**src/rtl/user_prj_stream_xfer.sv**
```systemverilog
// ---------------------------------------------------------------------------
// user_prj_stream_xfer
//
// AXI-Stream frame buffer for the FSIC user-project slot. A command beat on
// the slave stream (tdata[3:2]==2'b01) latches the reorder mode (tdata[1:0])
// and the frame length N (tdata[31:16]). Up to pDEPTH words are then captured
// into a register buffer and replayed on the master stream, forward (modes
// 0/2) or reversed (modes 1/3). After the frame the block parks in DONE until
// software writes 1 to bit 0 of register 0x000.
//
// Optional feature macro: USER_PRJ_XFER_HALFSWAP_EN
//   defined   -> modes 2/3 also swap the upper and lower data halves
//   undefined -> modes 2/3 replay exactly like modes 0/1
//
// Ports
//   axi_clk, axi_reset_n      : clock, synchronous active-low reset
//   aw*/w*                    : AXI-Lite write (awready=wready=awvalid&wvalid)
//   ar*/r*                    : AXI-Lite read, registered rvalid/rdata
//   ss_*                      : slave stream (command + frame data in)
//   sm_*                      : master stream (frame data out)
//   low__pri_irq              : irq_en & frame done
//   High_pri_req              : tied low
//   la_data_o                 : debug probe (handshakes, state, drain index)
//
// Register map: 0x000 status/restart, 0x004 irq_en, 0x008 frame_cnt,
//               0x00C last_len.
// ---------------------------------------------------------------------------
module user_prj_stream_xfer #(
  parameter int pADDR_WIDTH                  = 12,
  parameter int pDATA_WIDTH                  = 32,
  parameter int pDEPTH                       = 64,
  parameter int pUSER_PROJECT_SIDEBAND_WIDTH = 5
) (
  input  logic                                    axi_clk,
  input  logic                                    axi_reset_n,
  input  logic                                    awvalid,
  output logic                                    awready,
  input  logic [pADDR_WIDTH-1:0]                  awaddr,
  input  logic                                    wvalid,
  output logic                                    wready,
  input  logic [pDATA_WIDTH-1:0]                  wdata,
  input  logic [3:0]                              wstrb,
  input  logic                                    arvalid,
  output logic                                    arready,
  input  logic [pADDR_WIDTH-1:0]                  araddr,
  output logic                                    rvalid,
  input  logic                                    rready,
  output logic [pDATA_WIDTH-1:0]                  rdata,
  input  logic                                    ss_tvalid,
  input  logic [pDATA_WIDTH-1:0]                  ss_tdata,
  input  logic                                    ss_tlast,
  output logic                                    ss_tready,
  output logic                                    sm_tvalid,
  output logic [pDATA_WIDTH-1:0]                  sm_tdata,
  output logic                                    sm_tlast,
  input  logic                                    sm_tready,
  output logic [2:0]                              sm_tid,
  output logic [pUSER_PROJECT_SIDEBAND_WIDTH-1:0] sm_tupsb,
  output logic [3:0]                              sm_tstrb,
  output logic [3:0]                              sm_tkeep,
  output logic                                    low__pri_irq,
  output logic                                    High_pri_req,
  output logic [23:0]                             la_data_o
);

  localparam int IDXW  = $clog2(pDEPTH);
  localparam int CNTW  = IDXW + 1;
  localparam int HALFW = pDATA_WIDTH / 2;

  localparam logic [1:0] ST_CMD   = 2'd0;
  localparam logic [1:0] ST_LOAD  = 2'd1;
  localparam logic [1:0] ST_DRAIN = 2'd2;
  localparam logic [1:0] ST_DONE  = 2'd3;

  localparam logic [pADDR_WIDTH-1:0] ADDR_CTRL = pADDR_WIDTH'(12'h000);
  localparam logic [pADDR_WIDTH-1:0] ADDR_IRQ  = pADDR_WIDTH'(12'h004);
  localparam logic [pADDR_WIDTH-1:0] ADDR_CNT  = pADDR_WIDTH'(12'h008);
  localparam logic [pADDR_WIDTH-1:0] ADDR_LEN  = pADDR_WIDTH'(12'h00C);

  localparam logic [CNTW-1:0] CNT_ONE = {{(CNTW-1){1'b0}}, 1'b1};
  localparam logic [CNTW-1:0] DEPTH_C = CNTW'(pDEPTH);

  logic [1:0]             state_r;
  logic [1:0]             state_nxt_s;
  logic [1:0]             mode_r;
  logic [CNTW-1:0]        len_r;
  logic [CNTW-1:0]        wr_idx_r;
  logic [CNTW-1:0]        rd_idx_r;
  logic                   clamp_r;
  logic                   short_r;
  logic                   irq_en_r;
  logic [31:0]            frame_cnt_r;
  logic [CNTW-1:0]        last_len_r;
  logic                   rvalid_r;
  logic [pDATA_WIDTH-1:0] rdata_r;
  logic [pDATA_WIDTH-1:0] buf_r [pDEPTH];

  logic                   ss_tready_s;
  logic                   sm_tvalid_s;
  logic                   sm_tlast_s;
  logic                   busy_s;
  logic                   done_s;
  logic                   wr_hs_s;
  logic                   restart_s;
  logic                   ss_hs_s;
  logic                   sm_hs_s;
  logic                   cmd_hit_s;
  logic [15:0]            cmd_n_s;
  logic                   cmd_clamp_s;
  logic [CNTW-1:0]        wr_idx_inc_s;
  logic                   load_full_s;
  logic                   drain_last_s;
  logic [CNTW-1:0]        rd_addr_s;
  logic [pDATA_WIDTH-1:0] rd_word_s;
  logic [pDATA_WIDTH-1:0] rd_mux_s;
  logic                   unused_s;

  assign wr_hs_s      = awvalid & wvalid;
  assign restart_s    = wr_hs_s && (awaddr == ADDR_CTRL) && wdata[0] && (state_r == ST_DONE);
  assign ss_hs_s      = ss_tvalid & ss_tready_s;
  assign sm_hs_s      = sm_tvalid_s & sm_tready;
  assign cmd_hit_s    = (state_r == ST_CMD) && ss_hs_s && (ss_tdata[3:2] == 2'b01);
  assign cmd_n_s      = ss_tdata[31:16];
  assign cmd_clamp_s  = (cmd_n_s == 16'd0) || ({16'd0, cmd_n_s} > 32'(pDEPTH));
  assign wr_idx_inc_s = wr_idx_r + CNT_ONE;
  assign load_full_s  = (wr_idx_inc_s == len_r);
  assign drain_last_s = (rd_idx_r == (len_r - CNT_ONE));

  // Reversed modes walk the captured frame from its last word downwards.
  assign rd_addr_s = mode_r[0] ? (len_r - CNT_ONE - rd_idx_r) : rd_idx_r;
  assign rd_word_s = buf_r[rd_addr_s[IDXW-1:0]];

`ifdef USER_PRJ_XFER_HALFSWAP_EN
  assign sm_tdata = mode_r[1] ? {rd_word_s[HALFW-1:0], rd_word_s[pDATA_WIDTH-1:HALFW]}
                              : rd_word_s;
`else
  assign sm_tdata = rd_word_s;
`endif

  // State register.
  always_ff @(posedge axi_clk) begin
    if (!axi_reset_n) begin
      state_r <= ST_CMD;
    end else begin
      state_r <= state_nxt_s;
    end
  end

  // Next-state logic.
  always_comb begin
    state_nxt_s = state_r;
    case (state_r)
      ST_CMD: begin
        if (cmd_hit_s) state_nxt_s = ST_LOAD;
        else           state_nxt_s = ST_CMD;
      end
      ST_LOAD: begin
        if (ss_hs_s && (load_full_s || ss_tlast)) state_nxt_s = ST_DRAIN;
        else                                      state_nxt_s = ST_LOAD;
      end
      ST_DRAIN: begin
        if (sm_hs_s && drain_last_s) state_nxt_s = ST_DONE;
        else                         state_nxt_s = ST_DRAIN;
      end
      ST_DONE: begin
        if (restart_s) state_nxt_s = ST_CMD;
        else           state_nxt_s = ST_DONE;
      end
      default: state_nxt_s = ST_CMD;
    endcase
  end

  // Per-state stream handshake and status outputs.
  always_comb begin
    ss_tready_s = 1'b0;
    sm_tvalid_s = 1'b0;
    sm_tlast_s  = 1'b0;
    busy_s      = 1'b0;
    done_s      = 1'b0;
    case (state_r)
      ST_CMD:   ss_tready_s = 1'b1;
      ST_LOAD: begin
        ss_tready_s = 1'b1;
        busy_s      = 1'b1;
      end
      ST_DRAIN: begin
        sm_tvalid_s = 1'b1;
        sm_tlast_s  = drain_last_s;
        busy_s      = 1'b1;
      end
      ST_DONE:  done_s = 1'b1;
      default:  done_s = 1'b0;
    endcase
  end

  // Frame bookkeeping: mode, length, indices, sticky flags, counters.
  always_ff @(posedge axi_clk) begin
    if (!axi_reset_n) begin
      mode_r      <= 2'b00;
      len_r       <= '0;
      wr_idx_r    <= '0;
      rd_idx_r    <= '0;
      clamp_r     <= 1'b0;
      short_r     <= 1'b0;
      frame_cnt_r <= 32'd0;
      last_len_r  <= '0;
    end else begin
      case (state_r)
        ST_CMD: begin
          if (cmd_hit_s) begin
            mode_r   <= ss_tdata[1:0];
            wr_idx_r <= '0;
            rd_idx_r <= '0;
            if (cmd_clamp_s) begin
              len_r   <= DEPTH_C;
              clamp_r <= 1'b1;
            end else begin
              len_r   <= CNTW'(cmd_n_s);
            end
          end
        end
        ST_LOAD: begin
          if (ss_hs_s) begin
            wr_idx_r <= wr_idx_inc_s;
            // Early tlast shrinks the frame to the words actually received.
            if (ss_tlast && !load_full_s) begin
              len_r   <= wr_idx_inc_s;
              short_r <= 1'b1;
            end
          end
        end
        ST_DRAIN: begin
          if (sm_hs_s) begin
            rd_idx_r <= rd_idx_r + CNT_ONE;
            if (drain_last_s) begin
              frame_cnt_r <= frame_cnt_r + 32'd1;
              last_len_r  <= len_r;
            end
          end
        end
        ST_DONE: begin
          if (restart_s) begin
            clamp_r <= 1'b0;
            short_r <= 1'b0;
          end
        end
        default: mode_r <= mode_r;
      endcase
    end
  end

  // Frame buffer storage; contents deliberately survive reset.
  always_ff @(posedge axi_clk) begin
    if ((state_r == ST_LOAD) && ss_hs_s) begin
      buf_r[wr_idx_r[IDXW-1:0]] <= ss_tdata;
    end
  end

  // Interrupt enable register.
  always_ff @(posedge axi_clk) begin
    if (!axi_reset_n) begin
      irq_en_r <= 1'b0;
    end else if (wr_hs_s && (awaddr == ADDR_IRQ)) begin
      irq_en_r <= wdata[0];
    end
  end

  // Read data select from the current (pre-write) register values.
  always_comb begin
    rd_mux_s = {pDATA_WIDTH{1'b0}};
    case (araddr)
      ADDR_CTRL: rd_mux_s = pDATA_WIDTH'({26'd0, mode_r, short_r, clamp_r, busy_s, done_s});
      ADDR_IRQ:  rd_mux_s = pDATA_WIDTH'(irq_en_r);
      ADDR_CNT:  rd_mux_s = pDATA_WIDTH'(frame_cnt_r);
      ADDR_LEN:  rd_mux_s = pDATA_WIDTH'(last_len_r);
      default:   rd_mux_s = {pDATA_WIDTH{1'b0}};
    endcase
  end

  // Read response channel: one outstanding read, held until rready.
  always_ff @(posedge axi_clk) begin
    if (!axi_reset_n) begin
      rvalid_r <= 1'b0;
      rdata_r  <= {pDATA_WIDTH{1'b0}};
    end else if (arvalid && !rvalid_r) begin
      rvalid_r <= 1'b1;
      rdata_r  <= rd_mux_s;
    end else if (rvalid_r && rready) begin
      rvalid_r <= 1'b0;
    end
  end

  assign awready      = wr_hs_s;
  assign wready       = wr_hs_s;
  assign arready      = !rvalid_r;
  assign rvalid       = rvalid_r;
  assign rdata        = rdata_r;
  assign ss_tready    = ss_tready_s;
  assign sm_tvalid    = sm_tvalid_s;
  assign sm_tlast     = sm_tlast_s;
  assign sm_tid       = 3'b000;
  assign sm_tupsb     = {pUSER_PROJECT_SIDEBAND_WIDTH{1'b0}};
  assign sm_tstrb     = 4'hF;
  assign sm_tkeep     = 4'hF;
  assign low__pri_irq = irq_en_r & (state_r == ST_DONE);
  assign High_pri_req = 1'b0;
  assign la_data_o    = {awvalid, wr_hs_s, wvalid, wr_hs_s, arvalid, !rvalid_r, rready, rvalid_r,
                         ss_tvalid, ss_tready_s, sm_tvalid_s, sm_tready,
                         state_r, 10'(rd_idx_r)};

  assign unused_s = ^{wstrb, wdata[pDATA_WIDTH-1:1], rd_addr_s[IDXW]};

endmodule
```
**config.mk**
```make
export PLATFORM = sky130hd
export DESIGN_NAME = user_prj_stream_xfer
export DESIGN_NICKNAME = d
export VERILOG_FILES = /design/src/rtl/user_prj_stream_xfer.sv
export SDC_FILE = /design/constraint.sdc
export NUM_CORES = 2
export LEC_CHECK = 0
export ABC_AREA = 0
export BUFFER_PORTS_ARGS = -buffer_cell sky130_fd_sc_hd__buf_2
export CORE_ASPECT_RATIO = 0.8
export CORE_MARGIN = 4
export CORE_UTILIZATION = 40
export CTS_CLUSTER_SIZE = 8
export DETAILED_ROUTE_END_ITERATION = 7
export GPL_TIMING_DRIVEN = 0
export PLACE_DENSITY = 0.66
export SYNTH_ARGS = -nofsm -noshare
export SYNTH_HDL_FRONTEND = slang
export SYNTH_SLANG_ARGS = --single-unit
```
**constraint.sdc**
```tcl
create_clock -name axi_clk -period 3.5 [get_ports axi_clk]
set_input_delay 0.7 -clock axi_clk [delete_from_list [all_inputs] [get_ports axi_clk]]
set_output_delay 0.7 -clock axi_clk [all_outputs]
set_load 0.03 [all_outputs]
```
==> key figures <==
STA
  • Final setup viols: 33
  • Final setup TNS: -56940 ps
  • Clk_skew: 70.1 ps
  • Hold Fails Final Rpt: 0
  • Final Worst Setup Slack: -1880 ps
  • RSZ-0062 raised after global routing: yes
  • Min Hold Slack: 72.9 ps
  • Fmax: 186 MHz
  • Min Tclk post-route: 5380 ps
  • Least-Margin Pin Slew: 1370 ps
  • Max Slew Vio Count: 0
  • Slew HR: 8.70%
  • Fin crit share: 154%

Synth
  • Yosys reg bits: 2148
  • Post-Synth Adder-Cell Area: 0.210%
  • Most common cell in the netlist: edfxtp_1
  • Top FF cell, synth: edfxtp_1
  • Number of synthesized flops with an enable pin: 2048
  • Largest cells by area after synthesis: edfxtp_1 (71%), a211oi_1 (6.7%), and3_1 (5.6%)
  • Top-area cell type share of the netlist area: 70.8%
  • Yosys warning count: 0
  • Syn Inst Count: 5477
  • Post-synthesis mux area share: 5.84%
  • Asr flop ratio synth: 0%
  • Xor and xnor area share after synthesis: 0.515%
  • Synthesized cell area: 86800 um2
  • Yosys cell types: 71
  • Post-Syn Area per Cell: 15.8 um2
  • Main combinational cell family by area after synthesis: compound AO/OA/AOI/OAI gates
  • Part of the Yosys area used for sequential elements: 73.2%
  • Simple-gate share of the synthesized area: 7.49%
  • Top cells by count, synth: edfxtp_1 (2048), and3_1 (776), a211oi_1 (770), mux2i_1 (469), clkbuf_1 (291)
  • Synth Area in Compound Gates: 10.1%
  • Synth area leader: edfxtp_1

Setup path
  • CP bufs+invs: 7
  • Setup crit end kind: output port
  • Crit-path most repeated cell: buf_12
  • Crit path launch type: flop
  • Reg2Reg Depth: 7
  • Worst Path Arrival: 4680 ps
  • WP depth: 16
  • Critical Path Slowest Stage Cell: a2111oi_4
  • CP Max Fanout: 6
  • Top Family by Delay on Critical Path: multiplexers
  • WS Path Type: reg -> out
  • Slowest stage delay, CP: 510 ps
  • Worst-path cell chain: inv_4 > ha_4 > inv_4 > fa_2 > xnor2_4 > buf_12 > a32oi_4 > buf_12 > buf_16 > buf_12 > a211oi_4 > a2111oi_4 > mux2i_4 > mux2i_4 > mux2_4 > buf_6
  • CP required: 2800 ps

Drt
  • Residual DRC: 0
  • DR vias/cell: 6.26
  • 1st-pass router iterations: 5
  • Post-DRT Antenna Nets: 0
  • Vias: 56600
  • Initial DRC Count: 8426
  • WL final: 286 mm
  • Average wire per standard cell: 31.6 um

Status
  • Status: finished with violations
  • Failing checks: setup timing

Global route
  • GRT Util Overall: 24.6%
  • Number of global-route vias before repair: 54400
  • Total gr overflow: 0
  • First-pass GRT wire length: 399 mm
  • Initial antenna violation count: 20
  • Pin count of the biggest net entering global routing: 66

Job
  • Max_cap viols: 0

Die
  • Starting Density: 40.4%
  • Die height: 425 um
  • DIE AREA: 225000 um2
  • Site Rows: 152
  • Total core area: 215000 um2
  • I/O pin cnt: 214
  • Die Width: 529 um

CTS
  • TritonCTS Sinks: 2148
  • CTS max path bufs: 4
  • Num CTS Buffers: 320
  • CTS tree: built
  • Clk slew on worst S/H paths: 50 ps
  • Clk Latency, worst-skew pair: 950 ps
  • H-Tree Depth: 5
  • CTS Root Cell: clkbuf_16

Worst hold path
  • Min-Delay Path Depth: 1
  • Hold WC Path Type: in -> reg

Final layout
  • Storage element area: 63500 um2
  • Fillers: 16700
  • Fraction of layout cells with a size suffix above 1: 26.3%
  • Area growth syn-to-layout: 27.1%
  • Final Util: 51.3%
  • Final nets: 6273
  • Area of the multi-input gates: 27200 um2

Power
  • Pwr Total: 0.0580 W
  • Combinational share of power: 5.5%
  • Switching power share of the total: 21.4%
  • Clk pwr share: 45.9%
  • Sw Pwr: 0.0124 W
  • Sequential share of power: 48.6%
  • Internal power: 0.0456 W
  • Pleak: 39.1 nW
  • P per Cell Area: 525 nW/um2
  • Max VDD drop: 0.527 mV

Placement
  • Final HPWL DP: 178 mm
  • Port Buffer Count: 156
  • Final GP Congestion: 0.940
==> routing by layer <==
metal	track usage [%]	vias up	wire length, um
met2	34.9	3822	121000
met5	0	-	21
met3	7.61	661	39200
met1	34.3	28500	110000
met4	12.0	4	15200
li1	-	23500	-
==> worst paths after layout <==
check / end / from / slack, ps
hold reg to reg: rdata[0]$_SDFFE_PN0P_ / rdata[0]$_SDFFE_PN0P_ / 450
setup reg to reg: buf_r[51][11]$_DFFE_PP_ / state_r[1]$_SDFF_PN0_ / 60
setup / recovery: sm_tdata[17] / len_r[0]$_SDFFE_PN0P_ / -1880
hold / removal: buf_r[3][15]$_DFFE_PP_ / ss_tdata[15] / 70
==> flip-flops by register name, indices dropped and copies added, names as in the netlist <==
signal       count
irq_en_r         1
wr_idx_r         7
clamp_r          1
buf_r         2048
state_r          2
frame_cnt_r     32
rvalid           1
rdata           32
short_r          1
mode_r           2
len_r            7
rd_idx_r         7
last_len_r       7
==> what timing repair did <==
action | 4_1_cts | 5_1_grt
pin swaps | 138 | 63
hold endpoints to repair | 5 | 0
setup buffers | 33 | 47
gates resized for setup | 1154 | 208
setup endpoints to repair | 39 | 246
gates cloned | 14 | 10
hold buffers | 2 | 0
==> layout make-up <==
type | count | share of cell area (%)
multi-input combinational | 2834 | 24.6
buffer | 492 | 3.16
tap | 2849 | 3.23
clock inverter | 7 | 0.0839
inverter | 22 | 0.0794
clock buffer | 335 | 7.44
antenna | 9 | 0.0204
timing repair buffer | 340 | 3.80
sequential | 2148 | 57.6
==> worst reg2reg max path: stages, from the launching register on <==
cell and delay, ps:
dfxtp_1 330, inv_1 80, ha_1 270, nand2_1 130, nor2_1 400, nand3_1 820
nor2_4 850, buf_16 250
==> metrics by stage <==
step	cell area [um2]	instances	setup slack, ps
finish	110000	9036	-1880
global route	110000	9033	-1920
CTS	109000	8971	-1880
detailed placement	94000	8581	-3230
global placement	91700	8500	-3530
floorplan	87400	5495	-30.8
==> power by group through the flow <==
stage          Combinational (W)  Sequential, W  Clock, W
2_1_floorplan            0.00107         0.0287         0
3_3_place_gp             0.00230         0.0287         0
3_5_place_dp             0.00242         0.0287         0
4_1_cts                  0.00297         0.0282    0.0267
5_1_grt                  0.00323         0.0282    0.0279
6_report                 0.00317         0.0282    0.0266
==> logic make-up (layout without fill, tap and decap cells) <==
group | Yosys count | count (layout)
buf+inv | 515 | 1196
xor+xnor | 47 | 47
compound gates | 1139 | 1139
other cells | 2 | 29
mux | 502 | 502
fa+ha+maj | 14 | 14
flops | 2148 | 2148
simple gates | 1110 | 1112
==> placed cells by master, fill, tap and decap left out, types with 38 or more instances in the layout <==
cell type / synthesis / layout
mux2i_2: 0 / 48
buf_4: 46 / 152
buf_2: 121 / 172
clkbuf_1: 291 / 207
mux2i_4: 0 / 83
nor2_1: 122 / 56
edfxtp_1: 2048 / 2048
and3_1: 776 / 776
a2111oi_4: 0 / 136
clkbuf_2: 5 / 38
mux2i_1: 469 / 338
buf_6: 6 / 64
a211oi_1: 770 / 605
nor2_4: 0 / 67
clkbuf_16: 0 / 354
nand2_1: 58 / 56
buf_12: 0 / 84
a211oi_2: 0 / 149
a2111oi_2: 0 / 92
dfxtp_1: 100 / 96
No activity file was read; power rests on OpenSTA's default activity.
